--- src/rtl/multicycle_controller.sv ---
// Multi-cycle LEGv8 control unit: FETCH/DECODE/EXEC/MEM/WB sequencer
// with memory handshake stall, illegal/timeout halt and retire counter.
module multicycle_controller #(
  parameter int CNT_W       = 16,
  parameter int MEM_TIMEOUT = 15
) (
  input  logic             Clock,
  input  logic             Reset,
  input  logic [10:0]      Opcode,
  input  logic             Zero,
  input  logic             MemReady,
  output logic             PCWrite,
  output logic             PCSrc,
  output logic             IRWrite,
  output logic             Reg2Loc,
  output logic             ALUSrc,
  output logic             MemtoReg,
  output logic             RegWrite,
  output logic             MemRead,
  output logic             MemWrite,
  output logic [1:0]       ALUOp,
  output logic             Branch,
  output logic             Uncond,
  output logic [2:0]       State,
  output logic             Illegal,
  output logic             Timeout,
  output logic [CNT_W-1:0] InstrCount
);

  localparam logic [2:0] S_FETCH  = 3'd0;
  localparam logic [2:0] S_DECODE = 3'd1;
  localparam logic [2:0] S_EXEC   = 3'd2;
  localparam logic [2:0] S_MEM    = 3'd3;
  localparam logic [2:0] S_WB     = 3'd4;
  localparam logic [2:0] S_HALT   = 3'd5;

  localparam logic [2:0] C_NONE = 3'd0;
  localparam logic [2:0] C_R    = 3'd1;
  localparam logic [2:0] C_LD   = 3'd2;
  localparam logic [2:0] C_ST   = 3'd3;
  localparam logic [2:0] C_CBZ  = 3'd4;
  localparam logic [2:0] C_B    = 3'd5;
  localparam logic [2:0] C_ILL  = 3'd6;

  localparam int WAIT_W =
    (MEM_TIMEOUT > 1) ? $clog2(MEM_TIMEOUT + 1) : 1;
  localparam bit TO_EN = (MEM_TIMEOUT > 0);
  // Limit is hit when the counter is one short and MemReady is still low
  localparam logic [WAIT_W-1:0] WAIT_LAST =
    WAIT_W'(MEM_TIMEOUT - 1);

  logic [2:0]        state_q, state_d;
  logic [2:0]        cls_q, cls_d;
  logic              illegal_q, illegal_d;
  logic              timeout_q, timeout_d;
  logic [WAIT_W-1:0] wait_q, wait_d;
  logic [CNT_W-1:0]  cnt_q, cnt_d;
  logic [2:0]        dec_cls;
  logic              retire;

  always_comb begin
    dec_cls = C_ILL;
    if (Opcode[10:3] == 8'b10110100) begin
      dec_cls = C_CBZ;
    end else if (Opcode[10:5] == 6'b000101) begin
      dec_cls = C_B;
    end else begin
      case (Opcode)
        11'b10001011000,
        11'b11001011000,
        11'b10001010000,
        11'b10101010000: dec_cls = C_R;
        11'b11111000010: dec_cls = C_LD;
        11'b11111000000: dec_cls = C_ST;
        default:         dec_cls = C_ILL;
      endcase
    end
  end

  always_comb begin
    state_d   = state_q;
    cls_d     = cls_q;
    illegal_d = illegal_q;
    timeout_d = timeout_q;
    wait_d    = wait_q;
    retire    = 1'b0;
    case (state_q)
      S_FETCH: state_d = S_DECODE;
      S_DECODE: begin
        cls_d = dec_cls;
        if (dec_cls == C_ILL) begin
          state_d   = S_HALT;
          illegal_d = 1'b1;
        end else begin
          state_d = S_EXEC;
        end
      end
      S_EXEC: begin
        case (cls_q)
          C_R:        state_d = S_WB;
          C_LD, C_ST: state_d = S_MEM;
          C_CBZ, C_B: begin
            state_d = S_FETCH;
            retire  = 1'b1;
          end
          default: begin
            state_d   = S_HALT;
            illegal_d = 1'b1;
          end
        endcase
      end
      S_MEM: begin
        if (MemReady) begin
          wait_d = '0;
          if (cls_q == C_LD) begin
            state_d = S_WB;
          end else begin
            state_d = S_FETCH;
            retire  = 1'b1;
          end
        end else if (TO_EN && wait_q == WAIT_LAST) begin
          wait_d    = '0;
          state_d   = S_HALT;
          timeout_d = 1'b1;
        end else if (wait_q != '1) begin
          wait_d = wait_q + WAIT_W'(1);
        end
      end
      S_WB: begin
        state_d = S_FETCH;
        retire  = 1'b1;
      end
      S_HALT: state_d = S_HALT;
      default: begin
        state_d   = S_HALT;
        illegal_d = 1'b1;
      end
    endcase
    cnt_d = cnt_q + CNT_W'(retire);
  end

  always_ff @(posedge Clock) begin
    if (Reset) begin
      state_q   <= S_FETCH;
      cls_q     <= C_NONE;
      illegal_q <= 1'b0;
      timeout_q <= 1'b0;
      wait_q    <= '0;
      cnt_q     <= '0;
    end else begin
      state_q   <= state_d;
      cls_q     <= cls_d;
      illegal_q <= illegal_d;
      timeout_q <= timeout_d;
      wait_q    <= wait_d;
      cnt_q     <= cnt_d;
    end
  end

  always_comb begin
    PCWrite  = 1'b0;
    PCSrc    = 1'b0;
    IRWrite  = 1'b0;
    Reg2Loc  = 1'b0;
    ALUSrc   = 1'b0;
    MemtoReg = 1'b0;
    RegWrite = 1'b0;
    MemRead  = 1'b0;
    MemWrite = 1'b0;
    ALUOp    = 2'b00;
    Branch   = 1'b0;
    Uncond   = 1'b0;
    if (!Reset) begin
      case (state_q)
        S_FETCH: IRWrite = 1'b1;
        S_EXEC: begin
          case (cls_q)
            C_R: ALUOp = 2'b10;
            C_LD, C_ST: ALUSrc = 1'b1;
            C_CBZ: begin
              Reg2Loc = 1'b1;
              ALUOp   = 2'b01;
              Branch  = 1'b1;
              PCWrite = 1'b1;
              PCSrc   = Zero;
            end
            C_B: begin
              Uncond  = 1'b1;
              PCWrite = 1'b1;
              PCSrc   = 1'b1;
            end
            default: ;
          endcase
        end
        S_MEM: begin
          ALUSrc = 1'b1;
          if (cls_q == C_LD) begin
            MemRead = 1'b1;
          end else begin
            MemWrite = 1'b1;
            Reg2Loc  = 1'b1;
            PCWrite  = MemReady;
          end
        end
        S_WB: begin
          RegWrite = 1'b1;
          MemtoReg = (cls_q == C_LD);
          PCWrite  = 1'b1;
        end
        default: ;
      endcase
    end
  end

  assign State      = state_q;
  assign Illegal    = illegal_q;
  assign Timeout    = timeout_q;
  assign InstrCount = cnt_q;

endmodule

--- config.mk ---
export PLATFORM = sky130hd
export DESIGN_NAME = multicycle_controller
export DESIGN_NICKNAME = d
export VERILOG_FILES = /design/src/rtl/multicycle_controller.sv
export SDC_FILE = /design/constraint.sdc
export NUM_CORES = 1
export LEC_CHECK = 0
export ABC_CLOCK_PERIOD_IN_PS = 2600
export BUFFER_PORTS_ARGS = -buffer_cell sky130_fd_sc_hd__buf_2
export CAP_MARGIN = 10
export CORE_MARGIN = 2
export CORE_UTILIZATION = 51
export DETAILED_ROUTE_END_ITERATION = 12
export PLACE_DENSITY = 0.81
export SETUP_SLACK_MARGIN = 0.3
export SLEW_MARGIN = 20
export SYNTH_ARGS = -nofsm -noshare
export SYNTH_HDL_FRONTEND = slang
export SYNTH_SLANG_ARGS = --single-unit
--- constraint.sdc ---
create_clock -name Clock -period 2.6 [get_ports Clock]
set_input_delay 0.52 -clock Clock [delete_from_list [all_inputs] [get_ports Clock]]
set_output_delay 0.52 -clock Clock [all_outputs]
set_load 0.02 [all_outputs]
After elaboration in Yosys (flattened, before gate mapping)
Cells that the tools add are included.

word-level totals
  register bits = 28
  bits in latches = 0
  RAM bits = 0
  ROM bits = 0
  input port bits = 15
  output and inout bits = 34
  word-level logic and storage cells = 94
  memories = 0

cells by class
  add/sub/neg operators = 2
  $mul = 0
  div/mod/pow operators = 0
  order comparisons = 0
  eq/ne operators = 24
  shift operators = 0
  multiplexer cells = 50
  bitwise logic cells = 2
  reductions and logical operators = 10

operator list
  cell                    number
  $eq A11 B11 Y1 const B  6
  $mux W1                 29
  $mux W3                 6
  $pmux W3 S3             2
  $add A16 B1 Y16         1
  $eq A3 B3 Y1 const B    5
  $pmux W3 S5             1
  $eq A3 B2 Y1 const B    4
  $mux W4                 3
  $pmux W1 S3             3
  $eq A8 B8 Y1 const B    1
  $reduce_or A4 Y1        2
  $eq A3 B1 Y1 const B    2
  $eq A6 B3 Y1 const B    1
  $pmux W1 S2             3
  $reduce_and A3 Y1       2
  $reduce_or A5 Y1        1
  $add A4 B1 Y4 const B   1
  $eq A4 B4 Y1 const B    1
  $mux W2                 2
  $ne A2 B2 Y1 const B    2
  $ne A4 B4 Y1 const B    1
  $pmux W2 S2             1
  $reduce_or A2 Y1        2
  other kinds (5)         6

Logic depth before layout (Yosys ltp)
Gate-level depths: netlist of the first run.

  word-level depth = 8
  mapped depth = 11
  depth with buffers taken out = 11

Worst setup path before layout of the first run
OpenSTA, ideal clock, no wires.

  kind = reg-to-reg
  from = register state_q[1], in the netlist State[1]
  to = register cnt_q[14], in the netlist InstrCount[14]
  setup time = 0.070 ns
  data arrival time = 2.280 ns
  required time = 2.530 ns
  setup slack = 0.249 ns
  cell stages (with the launch flop) = 10
  buffers on the path = 1
  clock period less this slack = 2.351 ns
  cells stage by stage = dfxtp_1 > clkbuf_1 > nor2b_1 > a21o_1 > ha_1 > ha_1 > and2_1 > nand3_1 > or3_2 > a21oi_1

between the ends
  cells in the longest elaborated chain, start to end = 3
  elaborated cells on any way between the ends = 5
  those cells by class = add/sub: 1; eq/ne: 3; mux: 1

ends and longest elaborated chain
  element                                              RTL line  RTL
  start: declaration                                   52        logic [2:0] state_q, state_d;
  start signal: assignment                             151       state_q <= state_d;
  $eq A3 B3 Y1 / $eq A3 B2 Y1 (equally long branches)  87        case (state_q)
  $pmux W1 S3 (*)                                      87
  $add A16 B1 Y16 (*)                                  139       cnt_d = cnt_q + CNT_W'(retire);
  end signal: assignment                               156       cnt_q <= cnt_d;
  end: declaration                                     57        logic [CNT_W-1:0] cnt_q, cnt_d;

Mark *: on every way between the ends. The rest lies on a longest branch, timed or not.
A chain may end at the register's enable or synchronous reset.

Worst setup path after layout of the first run
  from = register cls_q[1]
  to = output port PCWrite

between the ends
  cells in the longest elaborated chain, start to end = 5
  elaborated cells on any way between the ends = 8
  those cells by class = eq/ne: 3; mux: 4; reduce/logical: 1

ends and longest elaborated chain
  element                     RTL line  RTL
  start: declaration          53        logic [2:0] cls_q, cls_d;
  start signal: assignment    152       cls_q <= cls_d;
  $eq A3 B3 Y1                177       case (cls_q)
  $reduce_or A2 Y1 (no line)  -
  $mux W1                     177
  $pmux W1 S3 (*)             174       case (state_q)
  $mux W1 (*)                 173       if (!Reset) begin
  end: declaration            12        output logic PCWrite,

Marked as above.

==> results of run 1 <==
==> tightest hold or removal path: cells and delay by family (launching register included) <==
family | cells | cell delay [ns]
compound gates | 1 | 0.06
buf+inv | 1 | 0.05
flops | 1 | 0.34
==> through the flow <==
| stage | instance area [µm²] | total power [W] | util (%) |
|---|---|---|---|
| after floorplan | 1650 | 0.000847 | - |
| after global routing | 2020 | 0.00127 | 66.2 |
| after global placement | 1920 | 0.000959 | 63.0 |
| after detailed placement | 1920 | 0.000967 | 63.0 |
| final | 2020 | 0.00118 | 66.2 |
| after CTS | 1960 | 0.00115 | 64.3 |
==> layout make-up <==
type                            instances  area [µm²]
Sequential cell                        28         568
Inverter                               11        41.3
Fill cell                             299        1030
Timing Repair Buffer                   55         293
Tap cell                               44        55.1
Clock buffer                            3        22.5
Multi-Input combinational cell        158        1040
==> state kept, by name, summed over array words and instances, names as in the netlist <==
register / count
wait_q: 4
Illegal: 1
cls_q: 3
InstrCount: 16
Timeout: 1
State: 3
==> final timing paths <==
path            start             end  slack (ns)  cells past startpoint
min           Illegal         Illegal        0.48                      2
min reg2reg   Illegal         Illegal        0.48                      2
max reg2reg  cls_q[1]  InstrCount[14]        0.41                     11
max          cls_q[1]         PCWrite        0.38                      7
==> kinds of logic (layout without fill, tap and decap cells) <==
family | Yosys count | count (layout) | synth area share, %
multiplexers | 1 | 1 | 0.609
adder cells (fa/ha/maj) | 5 | 5 | 3.81
AND/OR/NAND/NOR | 97 | 97 | 33.0
buffers and inverters | 23 | 69 | 5.71
XOR/XNOR | 10 | 10 | 5.33
flip-flops | 28 | 28 | 34.1
AO/OA/AOI/OAI | 45 | 45 | 17.4
==> where the power goes <==
part	switching, W	internal, W
Sequential	0.0000826	0.000482
Clock	0.000127	0.0000546
Combinational	0.000243	0.000193
Total	0.000452	0.000730
==> routing by layer <==
metal / wire, µm / global-route usage (%) / up-vias
li1: - / - / 845
met2: 1920 / 35.9 / 35
met5: 0 / 0 / -
met1: 1710 / 30.9 / 782
met3: 121 / 1.92 / 7
met4: 80 / 6.21 / 0
==> cell usage in the layout, fill, tap and decap left out, types with 5 or more instances in the layout <==
master / synthesis / layout
nand4_1: 6 / 6
inv_1: 11 / 11
buf_4: 2 / 7
nor2b_1: 6 / 5
or3_1: 5 / 5
nand3_1: 7 / 6
a21oi_1: 12 / 12
xor2_1: 7 / 7
buf_2: 0 / 48
nor3_1: 9 / 8
o21ai_0: 13 / 13
nor2_1: 27 / 26
nand2_1: 8 / 8
dfxtp_1: 28 / 24
==> timing repair <==
| action | CTS | global route |
|---|---|---|
| resized for setup | 6 | 11 |
| pin swaps | 0 | 1 |
| setup buffers | 0 | 2 |
| endpoints found under the setup margin | 3 | 4 |
==> impl_metrics.json, run 1 <==
{
  "synth_top_area_share_pct": 34.1,
  "clk_pin_slew_ns": 0.15,
  "htreeDepth": 1,
  "yosysTopAreaCell": "dfxtp_1",
  "routabilityCongestion": 0.877,
  "wl_per_cell_um": 12.8,
  "worst_slack_ns": 0.384,
  "worstSetupEndpointType": "primary output",
  "fin_crit_sh_pct": 85.2,
  "hp-class": "flip-flop to flip-flop",
  "viasPerCell": 5.58,
  "ys_top_cells_by_area": "dfxtp_1, nor2_1, o21ai_0",
  "grt_overflow": 0,
  "cts_hold_buf": 0,
  "synthCells": 209,
  "syn-cell-area_um2": 1640,
  "wirelength_um": 3830,
  "grt_pass1_vias": 1462,
  "synth_edf_count": 0,
  "ios": 49,
  "die_x_um": 60.8,
  "power_density_nw_per_um2": 585,
  "synth_nets": 229,
  "tns_ns": 0,
  "critPathMaxFanout": 7,
  "clk_latency_ns": 0.33,
  "vias": 1669,
  "hpwl_um": 2890,
  "synth.most_common_cell": "dfxtp_1",
  "synth_ff_type": "dfxtp_1",
  "cts-root-buf": "clkbuf_4",
  "die_area_um2": 3690,
  "cp.arrival_ns": 1.70,
  "max_clock_freq_mhz": 451,
  "ys_seq_area_share_pct": 34.1,
  "fin_skew_ns": 0.00653,
  "cts_tree": "done",
  "start_util_pct": 53.9,
  "worst-setup-path-type": "flip-flop to primary output",
  "clkSinkCount": 28,
  "grt_max_degree": 25,
  "cp_slowest_stage_delay_ns": 0.39,
  "die_h_um": 60.8,
  "max-vdd-ir-drop_uv": 368,
  "yosys_warnings": 0,
  "setup_viol": 0,
  "synth_async_sr_flop_share_pct": 0,
  "finalHoldViolCount": 0,
  "avgSynthCellArea_um2": 7.87,
  "postRouteAntennaNets": 0,
  "synth_commonest_cells": "dfxtp_1, nor2_1, o21ai_0, a21oi_1, inv_1",
  "clock_path_buffers": 2,
  "first_iter_violations": 101,
  "path_delay_family": "flip-flops",
  "fin_crit_ns": 2.22,
  "rsz0062_at_grt": "yes",
  "drc": 0,
  "status": "complete, no violations",
  "crit_chain": "inv_1 > ha_2 > inv_1 > o22ai_1 > a21o_1 > nor2b_1 > buf_2",
  "diodes": 0,
  "cp.required_ns": 2.08,
  "holdWs_ns": 0.479,
  "drive_above_1_share_pct": 30.2,
  "place.port_buffers": 48,
  "syn_to_final_growth_pct": 23.0,
  "path_buf_inv": 3,
  "ys_seq_elements": 28,
  "tightest_slew_ns": 0.680,
  "placed_cells": 294,
  "antenna_found_initial": 0,
  "leakage_nw": 0.869,
  "cts_buffers": 3,
  "pre_cts_ws_ns": 0.143,
  "slew_violations": 0,
  "grt_usage_pct": 21.9,
  "yosys.cell_types.count": 47,
  "layout.nets": 277,
  "first_pass_iters": 4,
  "core-area_um2": 3050,
  "grt_pass1_wl_um": 6290,
  "slew_headroom_pct": 54.0,
  "cpMaxStageDelayCell": "dfxtp_4",
  "final_cells": 299,
  "fp-row-count": 20,
  "crit_path_frequent_cell": "inv_1",
  "drv_cap": 0,
  "worstSetupStartpointType": "flip-flop"
}
Power figures use the tool's default switching activity.
==> inputs of run 2 (changes only) <==
- CORE_UTILIZATION: 51 -> 53
- CTS_BUF_LIST: unset -> sky130_fd_sc_hd__clkbuf_8
- PLACE_DENSITY: 0.81 -> 0.84
==> run 2 against run 1 <==
  * Critical path type is now flip-flop to flip-flop
  * Total power rose by 14%
  * Largest power group unchanged
  * Worst hold slack got worse by 0.0090 ns
  * Cell area rose by 0.80%
  * Clock power rose by 91%
==> impl_metrics.json, run 2 (synthesized netlist as in run 1, its figures left out) <==
{
  "cts_hold_buf": 0,
  "tns_ns": 0,
  "htreeDepth": 1,
  "postLayoutCoreUtil_pct": 67.9,
  "grt_pass1_vias": 1521,
  "layout.nets": 277,
  "die_area_um2": 3560,
  "max-vdd-ir-drop_uv": 408,
  "place.port_buffers": 48,
  "path_buf_inv": 2,
  "fin_crit_ns": 2.27,
  "setup_viol": 0,
  "fp-row-count": 20,
  "worst-setup-path-type": "flip-flop to flip-flop",
  "status": "complete, no violations",
  "path_delay_family": "simple AND/OR/NAND/NOR gates",
  "final_cells": 289,
  "vias": 1665,
  "worstSetupStartpointType": "flip-flop",
  "drive_above_1_share_pct": 30.5,
  "wl_per_cell_um": 13.7,
  "grt_usage_pct": 23.6,
  "placed_area_um2": 1900,
  "first_iter_violations": 130,
  "postRouteAntennaNets": 0,
  "diodes": 0,
  "final_common_cell": "buf_2",
  "wirelength_um": 3950,
  "fin_crit_sh_pct": 87.2,
  "slew_violations": 0,
  "placed_cells": 282,
  "cp.required_ns": 2.82,
  "clock_path_buffers": 2,
  "syn_to_final_growth_pct": 24.0,
  "crit_chain": "inv_1 > ha_2 > inv_1 > o22ai_1 > a21o_1 > ha_2 > ha_2 > and2_4 > nand3_2 > or3_2 > a21oi_2",
  "grt_overflow": 0,
  "hpwl_um": 2830,
  "first_pass_iters": 4,
  "cp.arrival_ns": 2.49,
  "clk_pin_slew_ns": 0.10,
  "cts_buffers": 3,
  "die_x_um": 59.7,
  "cts_tree": "done",
  "antenna_found_initial": 0,
  "tightest_slew_ns": 0.592,
  "cp_slowest_stage_delay_ns": 0.47,
  "stdcell_area_um2": 2040,
  "largest_reg_flops": 16,
  "cpMaxStageDelayCell": "or3_2",
  "slew_headroom_pct": 60.0,
  "clk_latency_ns": 0.28,
  "drc": 0,
  "start_util_pct": 54.8,
  "most-common-layout-cells": "buf_2, nor2_1, dfxtp_1",
  "drv_cap": 0,
  "rsz0062_at_grt": "yes",
  "worstSetupEndpointType": "flip-flop",
  "ios": 49,
  "total_power_w": 0.00135,
  "routabilityCongestion": 0.878,
  "critPathMaxFanout": 5,
  "crit_path_frequent_cell": "ha_2",
  "fin_skew_ns": 0.00480,
  "power_density_nw_per_um2": 662,
  "die_h_um": 59.7,
  "hp-class": "flip-flop to flip-flop",
  "finalHoldViolCount": 0,
  "grt_pass1_wl_um": 6490,
  "leakage_nw": 0.888,
  "viasPerCell": 5.76,
  "cts-root-buf": "clkbuf_8",
  "max_clock_freq_mhz": 441,
  "grt_max_degree": 24,
  "core-area_um2": 3000,
  "clkSinkCount": 28
}
[run 2: cell types whose count changed in the layout (fill, tap and decap cells not counted), moves of 2 or more]
cell and delta:
ha_2 +2, clkbuf_4 -3, ha_4 -2, clkbuf_8 +3
[run 2: per-layer routing]
metal | GRT usage [%] | part of all wire [%] | wire length (µm) | vias to the layer above
met5 | 0 | 0 | 0 | -
met3 | 5.41 | 6.0 | 238 | 4
li1 | - | - | - | 843
met4 | 7.94 | 0.81 | 32 | 0
met2 | 39.8 | 49 | 1940 | 54
met1 | 29.5 | 44 | 1740 | 764
[run 2: tightest hold or removal path: cells and delay by family, from the launching register on]
kind                   cells  cell delay (ns)
AO/OA/AOI/OAI              1             0.06
buffers and inverters      1             0.05
flip-flops                 1             0.32
[run 2: final cells by class]
| class | instances | area [µm²] |
|---|---|---|
| Multi-Input combinational cell | 158 | 1020 |
| Fill cell | 266 | 965 |
| Sequential cell | 28 | 568 |
| Timing Repair Buffer | 55 | 293 |
| Clock buffer | 3 | 41.3 |
| Inverter | 11 | 41.3 |
| Tap cell | 33 | 41.3 |
| Clock inverter | 1 | 30.0 |
[run 2: where the power goes]
part | internal, W | switching (W) | total [W]
clock | 0.000206 | 0.000140 | 0.000346
combinational | 0.000196 | 0.000250 | 0.000447
sequential | 0.000483 | 0.0000737 | 0.000557
[run 2: stage by stage]
| stage | worst slack [ns] | hold WS (ns) |
|---|---|---|
| 2_1_floorplan | 0.319 | 0.493 |
| 3_3_place_gp | 0.256 | 0.449 |
| 3_5_place_dp | 0.196 | 0.455 |
| 4_1_cts | 0.302 | 0.470 |
| 5_1_grt | 0.243 | 0.489 |
| 6_report | 0.333 | 0.470 |
[run 2: path summary, 6_finish.rpt]
path              startpoint              to  slack [ns]  cells after the start
setup / recovery    cls_q[1]  InstrCount[14]        0.33                     11
setup reg to reg    cls_q[1]  InstrCount[14]        0.33                     11
hold / removal       Illegal         Illegal        0.47                      2
hold reg to reg      Illegal         Illegal        0.47                      2
[run 2: timing repair]
action                     4_1_cts  5_1_grt
setup endpoints to repair        3        6
setup buffers                    0        3
pin swaps                        0        1
resized for setup                2       13
==> inputs of run 3 (changes only) <==
- GPL_TIMING_DRIVEN: unset -> 0
==> run 3 against run 2 <==
  * Combinational power increased by 8.7%
  * Sequential share of layout area is 0.47 points lower
  * Count of clock-buffer cells in the layout unchanged
  * First-iteration DRC count down 25%
  * Cell count increased by 1.4%
  * Setup slack improved by 0.035 ns
  * Largest cell class unchanged
  * Critical path depth is 6 lower
  * Sequential power decreased by 0.7%
==> impl_metrics.json, run 3 (synthesized netlist as in run 1, its figures left out) <==
{
  "status": "complete, no violations",
  "place.port_buffers": 46,
  "vias": 1692,
  "fin_crit_ns": 2.23,
  "fin_skew_ns": 0.00371,
  "start_util_pct": 54.8,
  "tns_ns": 0,
  "worst-setup-path-type": "flip-flop to primary output",
  "first_iter_violations": 97,
  "clock_path_buffers": 2,
  "antenna_found_initial": 0,
  "grt_max_degree": 15,
  "rsz0062_at_grt": "yes",
  "seqCellArea_um2": 568,
  "tightest_slew_ns": 0.569,
  "cp.arrival_ns": 1.71,
  "worstSetupStartpointType": "flip-flop",
  "syn_to_final_growth_pct": 26.1,
  "core-area_um2": 3000,
  "drv_cap": 0,
  "drive_above_1_share_pct": 28.8,
  "ios": 49,
  "wirelength_um": 3980,
  "grt_overflow": 0,
  "viasPerCell": 5.77,
  "drc": 0,
  "first_pass_iters": 4,
  "cp.required_ns": 2.08,
  "wl_per_cell_um": 13.6,
  "holdWs_ns": 0.470,
  "die_x_um": 59.7,
  "cts_tree": "done",
  "grt_pass1_wl_um": 6040,
  "rrSetupSlack_ns": 0.38,
  "hp-start": "Illegal",
  "slew_violations": 0,
  "largest_reg_flops": 16,
  "clkSinkCount": 28,
  "fin_crit_sh_pct": 85.9,
  "postRouteAntennaNets": 0,
  "r2r_start": "cls_q[1]",
  "rr_worst_depth": 11,
  "cts_buffers": 3,
  "final_common_cell": "buf_2",
  "layout.nets": 282,
  "grt_pass1_vias": 1411,
  "rr_endpoint": "InstrCount[14]",
  "fp-row-count": 20,
  "multiInputGateArea_um2": 1070,
  "total_power_w": 0.00127,
  "critPathMaxFanout": 10,
  "cts-root-buf": "clkbuf_8",
  "worstSetupEndpointType": "primary output",
  "nFillCells": 269,
  "worstHoldEndpoint": "Illegal",
  "grt_usage_pct": 22.0,
  "die_area_um2": 3560,
  "hpwl_um": 2860,
  "hp-class": "flip-flop to flip-flop",
  "finalHoldViolCount": 0,
  "power_density_nw_per_um2": 612,
  "cts_hold_buf": 0,
  "diodes": 0,
  "clk_pin_slew_ns": 0.09,
  "hold_depth": 2,
  "setup_viol": 0,
  "slew_headroom_pct": 61.5,
  "htreeDepth": 1,
  "most-common-layout-cells": "buf_2, dfxtp_1, nor2_1",
  "routabilityCongestion": 0.883,
  "leakage_nw": 0.881,
  "die_h_um": 59.7,
  "clk_latency_ns": 0.27,
  "max-vdd-ir-drop_uv": 383,
  "max_clock_freq_mhz": 448
}
==> run 3: cell types whose count changed in the layout (fill, tap and decap cells not counted), sizes merged <==
cell,change
clkbuf,+6
buf,-1
bufinv,-1
==> run 3: power by group <==
part	internal [W]	switching, W	leakage (nW)
clock	0.000104	0.000126	0.0216
sequential	0.000482	0.0000711	0.228
combinational	0.000211	0.000275	0.631
total	0.000797	0.000472	0.881
==> run 3: critical path, stage by stage, from the launching register on <==
cell and delay (ns):
dfxtp_1 0.36, buf_2 0.21, nand3b_1 0.24, nor3_1 0.31
or2_2 0.16, buf_2 0.15
==> run 3: per-layer routing <==
metal / vias to the layer above / GRT usage (%) / part of all wire (%)
li1: 855 / - / -
met1: 772 / 28.6 / 45
met2: 58 / 37.4 / 47
met3: 7 / 2.81 / 6.0
met4: 0 / 7.62 / 1.7
met5: - / 0 / 0
==> run 3: per-stage QoR <==
step                      worst slack (ns)  instance area, µm²  instances  util [%]
after floorplan                      0.319                1650        209         -
after global placement               0.172                1920        288      63.9
after detailed placement             0.111                1920        288      63.9
after CTS                            0.300                1990        291      66.3
after global routing                 0.239                2070        293      69.0
final                                0.368                2070        293      69.0
==> run 3: how the worst max path moves through the flow <==
stage                         from             end  slack (ns)
after floorplan           State[1]  InstrCount[14]        0.32
after global placement    State[0]  InstrCount[14]        0.17
after detailed placement  cls_q[1]  InstrCount[12]        0.11
after CTS                 State[0]  InstrCount[14]        0.30
after global routing      cls_q[0]   InstrCount[8]        0.24
final                     State[1]         Reg2Loc        0.37
==> run 3: cell type report <==
| type | count | share of cell area [%] |
|---|---|---|
| sequential | 28 | 27.4 |
| multi-input combinational | 158 | 51.7 |
| timing repair buffer | 48 | 11.8 |
| buffer | 12 | 3.14 |
| inverter | 11 | 1.99 |
| tap | 33 | 1.99 |
| clock buffer | 3 | 1.99 |
==> run 3: repair_timing <==
| action | CTS | global route |
|---|---|---|
| gates resized for setup | 11 | 16 |
| pin swaps | 0 | 4 |
| buffers inserted | 0 | 2 |
| setup endpoints to repair | 11 | 6 |
